**config.mk**
```make
export PLATFORM = sky130hd
export DESIGN_NAME = srv_line_mem
export DESIGN_NICKNAME = d
export VERILOG_FILES = /design/src/rtl/srv_line_mem.sv
export SDC_FILE = /design/constraint.sdc
export NUM_CORES = 1
export LEC_CHECK = 0
export BUFFER_PORTS_ARGS = -buffer_cell sky130_fd_sc_hd__clkbuf_2
export CAP_MARGIN = 20
export CORE_ASPECT_RATIO = 1.2
export CORE_MARGIN = 5
export CORE_UTILIZATION = 30
export DETAILED_ROUTE_END_ITERATION = 8
export GPL_TIMING_DRIVEN = 1
export PLACE_DENSITY = 0.55
export SLEW_MARGIN = 20
export SYNTH_ARGS = -nofsm -noshare
export SYNTH_HDL_FRONTEND = slang
export SYNTH_SLANG_ARGS = --single-unit
```
**constraint.sdc**
```tcl
create_clock -name clk -period 9.6 [get_ports clk]
set_input_delay 1.92 -clock clk [delete_from_list [all_inputs] [get_ports clk]]
set_output_delay 1.92 -clock clk [all_outputs]
set_load 0.02 [all_outputs]
```
**src/rtl/srv_line_mem.sv**
```systemverilog
// Cache-line backing memory model: fetches one line word-by-word from a combinational array
// (linear or critical-word-first order) and returns it with a single pulse a fixed latency after accept.
module srv_line_mem #(
  parameter int LINE_W    = 128,
  parameter int WORD_W    = 32,
  parameter int ADDR_W    = 32,
  parameter int MEM_DELAY = 10,
  parameter int WRAP_EN   = 0
) (
  input  logic              clk,
  input  logic              rst,
  input  logic              ext_req_i,
  input  logic [ADDR_W-1:0] ext_addr_i,
  output logic              ext_gnt_o,
  output logic              ext_busy_o,
  output logic              ext_rsp_o,
  output logic [LINE_W-1:0] ext_data_o,
  output logic [ADDR_W-1:0] rom_addr_o,
  input  logic [WORD_W-1:0] rom_data_i
);

  localparam int RD_NUM = LINE_W / WORD_W;
  localparam int OFF_W  = $clog2(RD_NUM);
  localparam int CNT_W  = $clog2(MEM_DELAY + 1);

  // The delay counter reads j-1 in cycle Tj, so this value marks the cycle just before RESP.
  localparam logic [CNT_W-1:0] DLY_LAST = CNT_W'(MEM_DELAY - 2);
  localparam logic [CNT_W-1:0] DLY_MAX  = CNT_W'(MEM_DELAY);
  localparam logic [OFF_W-1:0] RD_LAST  = OFF_W'(RD_NUM - 1);

  generate
    if (RD_NUM < 2 || (RD_NUM & (RD_NUM - 1)) != 0 || RD_NUM * WORD_W != LINE_W) begin : g_bad_ratio
      $error("srv_line_mem: LINE_W/WORD_W must be a power of two and at least 2");
    end
    if (MEM_DELAY < RD_NUM + 1) begin : g_bad_delay
      $error("srv_line_mem: MEM_DELAY must be at least LINE_W/WORD_W + 1");
    end
  endgenerate

  typedef enum logic [1:0] {
    ST_IDLE,
    ST_FILL,
    ST_WAIT,
    ST_RESP
  } state_t;

  state_t                    state_reg, state_next;
  logic [ADDR_W-OFF_W-1:0]   base_hi_reg;
  logic [OFF_W-1:0]          start_reg;
  logic [OFF_W-1:0]          rd_cnt_reg;
  logic [CNT_W-1:0]          dly_reg;
  logic [OFF_W-1:0]          slot;
  logic [OFF_W-1:0]          start_next;
  logic                      fill_we;

  assign slot       = start_reg + rd_cnt_reg;
  assign start_next = (WRAP_EN != 0) ? ext_addr_i[OFF_W-1:0] : '0;
  assign ext_gnt_o  = ext_req_i & ~ext_busy_o & ~rst;

  // State register
  always_ff @(posedge clk or posedge rst) begin
    if (rst) begin
      state_reg <= ST_IDLE;
    end else begin
      state_reg <= state_next;
    end
  end

  // Next-state logic
  always_comb begin
    state_next = state_reg;
    case (state_reg)
      ST_IDLE: if (ext_gnt_o) state_next = ST_FILL;
      ST_FILL: begin
        if (rd_cnt_reg == RD_LAST) begin
          state_next = (dly_reg == DLY_LAST) ? ST_RESP : ST_WAIT;
        end
      end
      ST_WAIT: if (dly_reg == DLY_LAST) state_next = ST_RESP;
      ST_RESP: state_next = ST_IDLE;
      default: state_next = ST_IDLE;
    endcase
  end

  // Output logic
  always_comb begin
    ext_busy_o = (state_reg != ST_IDLE);
    ext_rsp_o  = (state_reg == ST_RESP);
    fill_we    = (state_reg == ST_FILL);
    if (rst) begin
      rom_addr_o = '0;
    end else if (state_reg == ST_FILL) begin
      rom_addr_o = {base_hi_reg, slot};
    end else begin
      rom_addr_o = {ext_addr_i[ADDR_W-1:OFF_W], {OFF_W{1'b0}}};
    end
  end

  always_ff @(posedge clk or posedge rst) begin
    if (rst) begin
      base_hi_reg <= '0;
      start_reg   <= '0;
      rd_cnt_reg  <= '0;
      dly_reg     <= '0;
    end else if (ext_gnt_o) begin
      base_hi_reg <= ext_addr_i[ADDR_W-1:OFF_W];
      start_reg   <= start_next;
      rd_cnt_reg  <= '0;
      dly_reg     <= '0;
    end else begin
      if (fill_we) begin
        rd_cnt_reg <= rd_cnt_reg + 1'b1;
      end
      if (state_reg != ST_IDLE && dly_reg != DLY_MAX) begin
        dly_reg <= dly_reg + 1'b1;
      end
    end
  end

  // One register per slot; untouched slots keep the previous line's word.
  generate
    for (genvar gi = 0; gi < RD_NUM; gi++) begin : g_slot
      logic [WORD_W-1:0] word_reg;

      always_ff @(posedge clk or posedge rst) begin
        if (rst) begin
          word_reg <= '0;
        end else if (fill_we && slot == OFF_W'(gi)) begin
          word_reg <= rom_data_i;
        end
      end

      assign ext_data_o[gi*WORD_W +: WORD_W] = word_reg;
    end
  endgenerate

endmodule

```
==> results of run 1 <==
[cell type report]
class	count	area [um2]	area share [%]
Sequential cell	166	4154	47.20
Multi-Input combinational cell	320	2540	28.86
Timing Repair Buffer	231	1166	13.25
Clock buffer	19	452.9	5.146
Tap cell	279	349.1	3.966
Clock inverter	12	92.59	1.052
Inverter	11	46.29	0.5260
[power by group through the flow]
stage	registers, W	logic [W]	clock network [W]
2_1_floorplan	0.00158	0.000715	0
3_3_place_gp	0.00126	0.00155	0
3_5_place_dp	0.00126	0.00157	0
4_1_cts	0.00125	0.00157	0.000672
5_1_grt	0.00129	0.00167	0.000703
6_report	0.00125	0.00154	0.000644
[cell usage in the layout (no fill, tap or decap), types with 3 or more instances in the layout]
master and n:
clkbuf_16 17, clkinvlp_4 3, nor2_1 35, mux2_2 128, dfrtp_1 166, inv_6 6, clkinv_2 3, mux2i_1 32
nand2_2 4, ha_1 11, clkbuf_2 227, buf_4 4, nand2_1 91, inv_1 9
[cells by family after synthesis]
logic type / count (synthesis) / share of synthesized area, %
compound gates: 7 / 0.6944
xor+xnor: 3 / 0.3838
fa+ha+maj: 12 / 2.193
buf+inv: 36 / 2.412
flops: 166 / 60.67
mux: 160 / 25.73
simple gates: 138 / 7.913
[per-stage QoR]
step                total power [W]  hold WS [ns]  cells
floorplan                  0.002295        0.4454    522
global placement           0.002801        0.4578   1007
detailed placement         0.002826        0.4620   1007
CTS                        0.003489        0.4805   1038
global route               0.003663        0.4931   1038
finish                     0.003426        0.4755   1038
[cells in the mapped netlist (2+ instances only)]
cell | count | area share, %
mux2i_1 | 32 | 4.7
mux2_2 | 128 | 21
inv_1 | 10 | 0.55
nand4_1 | 2 | 0.18
xnor2_1 | 2 | 0.26
ha_1 | 12 | 2.2
clkbuf_1 | 6 | 0.33
and3_1 | 2 | 0.18
buf_2 | 18 | 1.3
dfrtp_1 | 166 | 61
nor2_1 | 35 | 1.9
nand2_1 | 95 | 5.2
[worst max-delay path, stage by stage]
cell	delay (ns)
clkbuf_2	0.41
inv_6	0.43
nand3_1	0.17
inv_2	0.52
clkbuf_2	0.29
[final timing paths]
check                                            startpoint                                  to  slack [ns]  depth (start not counted)
worst min register to register  base_hi_reg[15]$_DFFE_PP0P_         base_hi_reg[15]$_DFFE_PP0P_        0.48                          2
max in group asynchronous                               rst  g_slot[3].word_reg[11]$_DFFE_PP0P_        6.39                          3
min in group asynchronous                               rst           rd_cnt_reg[1]$_DFFE_PP0P_        1.95                          2
worst max register to register     state_reg[1]$_DFFE_PP0P_  g_slot[1].word_reg[31]$_DFFE_PP0P_        6.92                          5
worst max-delay path                                    rst                           ext_gnt_o        3.91                          5
worst min-delay path            base_hi_reg[15]$_DFFE_PP0P_         base_hi_reg[15]$_DFFE_PP0P_        0.48                          2
[layer usage]
layer  global-route usage, %  wire length, um  vias up
met5                       0                0        -
met4                   4.043              261        0
met3                   3.948              960       15
met2                   21.77             8079      150
met1                   16.96             7572     2331
li1                        -                -     2209
==> results.toml, run 1 <==
[timing]
timing.fmax_ghz = 0.1758
tns_ns = 0
skew_ns = 0.01035
hold_viol = 0
period_share_pct = 59.25
setup_viol = 0
maxSlewViolCount = 0
worst_slew_pin_slew_ns = 1.021
setup_ws_ns = 3.912
rsz0062_at_grt = "no"
layout_min_cycle_time_ns = 5.688
maxSlewHeadroom_pct = 31.67

[routing]
drtAntennaViolNets = 0
avgRoutedWirePerCell_um = 16.26
drtIter0Drc = 127
routed-via-count = 4705
via_per_inst = 4.533
drcViolationCount = 0
drtPass1Iterations = 4
wl_um = 16870

[power_and_ir_drop]
clockPowerShare_pct = 18.8
leakagePower_nw = 4.400
pwr_density_cell_mw_per_mm2 = 389.3
swShare_pct = 40.38
ir_drop_uv = 132.7
p_switching_w = 0.001384
intPower_w = 0.002043
pwr-share-comb_pct = 44.8
seqPwrFrac_pct = 36.4

[synth]
synthArstFlopShare_pct = 100.0
netlist_area_mm2 = 0.006847
synth-edff-count = 0
synth_seq_area_share_pct = 60.67
yosysWarnings = 0
synth.ff_latch_count = 166
ys.flop_type = "dfrtp_1"
syn_nets = 601
synthCells = 522
avgSynthCellArea_um2 = 13.12
yosysUniqueCellTypes = 26

[place]
pre_cts_slack_ns = 3.842
gp_congestion = 0.7508
placedInstanceArea_mm2 = 0.008255
hpwl_um = 11190
io_buffers = 227

[clock_tree]
cts_buffer_depth = 2
cts-root-buf = "clkbuf_16"
numClockSinks = 166
post_cts_resized = 0
post-cts-setup-buffers = 0
cts_made_buffers = 17
clock_latency_ns = 0.42
cts_max_level = 4
postCtsHoldBufs = 0
clk_pin_slew_ns = 0.07
cts_tree = "built"

[critical_path]
cp-start-kind = "input pin"
setup.worst_path.class = "in2out"
worst_ep_required_time_ns = 7.68
worstSetupEndpointType = "primary output"
worst_ep_arrival_time_ns = 3.77
worst-path-max-fanout = 37

[global_routing]
grt_overflow = 0
grt_pass1_vias = 4837
grt_pass1_wl_um = 27480
grtUsageTotal_pct = 13.26
grt_start_max_net_pins = 75
antenna_found_initial = 0

[floorplanning]
row_count = 60
die-width_um = 147.9
io_pins = 230
core_area_mm2 = 0.02245
start_util_pct = 30.50
die_h_um = 175.5
die_area_mm2 = 0.02596

[job]
maxCapViolCount = 0

[final_layout]
final_core_util_pct = 39.21
largest_reg_flops = 128
fin_nets = 826
areaGrowthSynthToFinish_pct = 28.55
finalInstanceArea_mm2 = 0.008801
n_antenna_cell = 0
layout-drive-gt1-share_pct = 52.44
final.fill_count = 2172

[status]
status = "finished, final reports clean"

[min_path]
hold_path.class = "reg2reg"
No activity file was read; power rests on OpenSTA's default activity.
==> run 2, diff against run 1 <==
--- a/config.mk
+++ b/config.mk
@@ -12,7 +12,7 @@
 export CORE_UTILIZATION = 30
 export DETAILED_ROUTE_END_ITERATION = 8
 export GPL_TIMING_DRIVEN = 1
-export PLACE_DENSITY = 0.55
+export PLACE_DENSITY = 0.57
 export SLEW_MARGIN = 20
 export SYNTH_ARGS = -nofsm -noshare
 export SYNTH_HDL_FRONTEND = slang
==> constraint.sdc (replaced) <==
create_clock -name clk -period 4.95 [get_ports clk]
set_input_delay 0.99 -clock clk [delete_from_list [all_inputs] [get_ports clk]]
set_output_delay 0.99 -clock clk [all_outputs]
set_load 0.02 [all_outputs]
==> run 2 against run 1 <==
  * Total power is 95% higher
  * Combinational power grew 93%
  * Cell count is 0.48% higher
  * Flip-flop and latch count did not move
  * Sequential power increased by 94%
  * Non-clock buffer count grew 4
==> results.toml, run 2 (synthesis gave the netlist of run 1 again) <==
[global_routing]
grt_start_max_net_pins = 167
grt_pass1_wl_um = 27370
grtUsageTotal_pct = 13.12
grt_overflow = 0
grt_pass1_vias = 4947
antenna_found_initial = 0

[critical_path]
cp-start-kind = "flip-flop"
r2r_setup_slack_ns = 2.26
worst_ep_required_time_ns = 3.96
setup.worst_path.class = "reg2out"
worst-path-max-fanout = 28
worstSetupEndpointType = "primary output"
cp-startpoint = "state_reg[1]$_DFFE_PP0P_"
worst_ep_arrival_time_ns = 2.55
r2r-start = "state_reg[1]$_DFFE_PP0P_"

[floorplanning]
die_area_mm2 = 0.02596
start_util_pct = 30.50
io_pins = 230
core_area_mm2 = 0.02245
die-width_um = 147.9
die_h_um = 175.5
row_count = 60

[timing]
maxSlewHeadroom_pct = 40.00
hold_viol = 0
setup_viol = 0
skew_ns = 0.01227
timing.fmax_ghz = 0.2825
worst_slew_pin_slew_ns = 0.9000
rsz0062_at_grt = "no"
setup_ws_ns = 1.410
period_share_pct = 71.52
layout_min_cycle_time_ns = 3.540
maxSlewViolCount = 0
holdWs_ns = 0.4753

[routing]
via_per_inst = 4.500
wl_um = 16480
routed-via-count = 4694
drtAntennaViolNets = 0
drcViolationCount = 0
drtPass1Iterations = 4
drtIter0Drc = 137
avgRoutedWirePerCell_um = 15.80

[min_path]
hold_path.class = "reg2reg"
hold_start = "base_hi_reg[15]$_DFFE_PP0P_"

[final_layout]
n_antenna_cell = 0
most-common-layout-cells = "clkbuf_2 (227), dfrtp_1 (166), mux2_2 (128), nand2_1 (91), nor2_1 (35)"
final_cells = 1043
areaGrowthSynthToFinish_pct = 29.64
fin_nets = 830
final_common_cell = "clkbuf_2"
largest_reg_flops = 128
finalInstanceArea_mm2 = 0.008876
layout-drive-gt1-share_pct = 52.88

[place]
dpl.cell_count = 1011
placedInstanceArea_mm2 = 0.008299
io_buffers = 227
pre_cts_slack_ns = 1.778
hpwl_um = 11320
gp_congestion = 0.7428

[clock_tree]
clk_pin_slew_ns = 0.07
cts_buffer_depth = 2
cts_made_buffers = 17
cts_max_level = 4
clock_latency_ns = 0.41
cts_tree = "built"
postCtsHoldBufs = 0
numClockSinks = 166
post_cts_resized = 0
cts-root-buf = "clkbuf_16"
post-cts-setup-buffers = 0

[power_and_ir_drop]
ir_drop_uv = 257.3
seqPwrFrac_pct = 36.3
swShare_pct = 39.80
finalPower_w = 0.006688
p_switching_w = 0.002662
clockPowerShare_pct = 19.3
pwr-share-comb_pct = 44.4
pwr_density_cell_mw_per_mm2 = 753.5
leakagePower_nw = 4.422
intPower_w = 0.004026

[status]
status = "finished, final reports clean"

[job]
maxCapViolCount = 0
[run 2: cell types whose count changed in the layout (fill, tap and decap cells not counted), sizes merged]
cell,change
buf,+4
clkinvlp,+2
clkbuf,+1
inv,-4
bufinv,+1
clkinv,+1
[run 2: metal layers]
layer  global-route usage (%)  share of wire (%)
met1                    17.20                 45
met5                        0                  0
met2                    20.59                 46
met3                    4.723                7.8
met4                    3.735                1.1
[run 2: worst paths after layout]
kind                            cells past startpoint                            endpoint
worst max-delay path                                6                      rom_addr_o[16]
worst min-delay path                                2         base_hi_reg[15]$_DFFE_PP0P_
worst max register to register                      5  g_slot[1].word_reg[31]$_DFFE_PP0P_
worst min register to register                      2         base_hi_reg[15]$_DFFE_PP0P_
max in group asynchronous                           3  g_slot[3].word_reg[10]$_DFFE_PP0P_
min in group asynchronous                           3            state_reg[0]$_DFFE_PP0P_
[run 2: critical path, cell delays in order, from the launching register on]
cell and delay [ns]:
dfrtp_1 0.42, inv_1 0.13, ha_2 0.76, buf_4 0.38, mux2i_1 0.23, nor2_1 0.05, clkbuf_2 0.17
[run 2: layout make-up]
cell class,count,area [um2]
timing repair buffer,235,1209
multi-input combinational,320,2542
clock buffer,20,456.7
tap,279,349.1
clock inverter,12,120.1
fill,2196,13570
inverter,11,45.04
sequential,166,4154
[run 2: power groups by stage]
| stage | sequential, W | combinational (W) | clock (W) |
|---|---|---|---|
| CTS | 0.00243 | 0.00304 | 0.00133 |
| floorplan | 0.00307 | 0.00139 | 0 |
| finish | 0.00242 | 0.00297 | 0.00129 |
| detailed placement | 0.00245 | 0.00304 | 0 |
| global placement | 0.00244 | 0.00300 | 0 |
| global route | 0.00252 | 0.00323 | 0.00140 |
[run 2: stage by stage]
stage | setup TNS, ns | util, %
6_report | 0 | 39.54
4_1_cts | 0 | 39.54
3_3_place_gp | 0 | 36.97
3_5_place_dp | 0 | 36.97
2_1_floorplan | -0.5218 | -
5_1_grt | 0 | 39.54
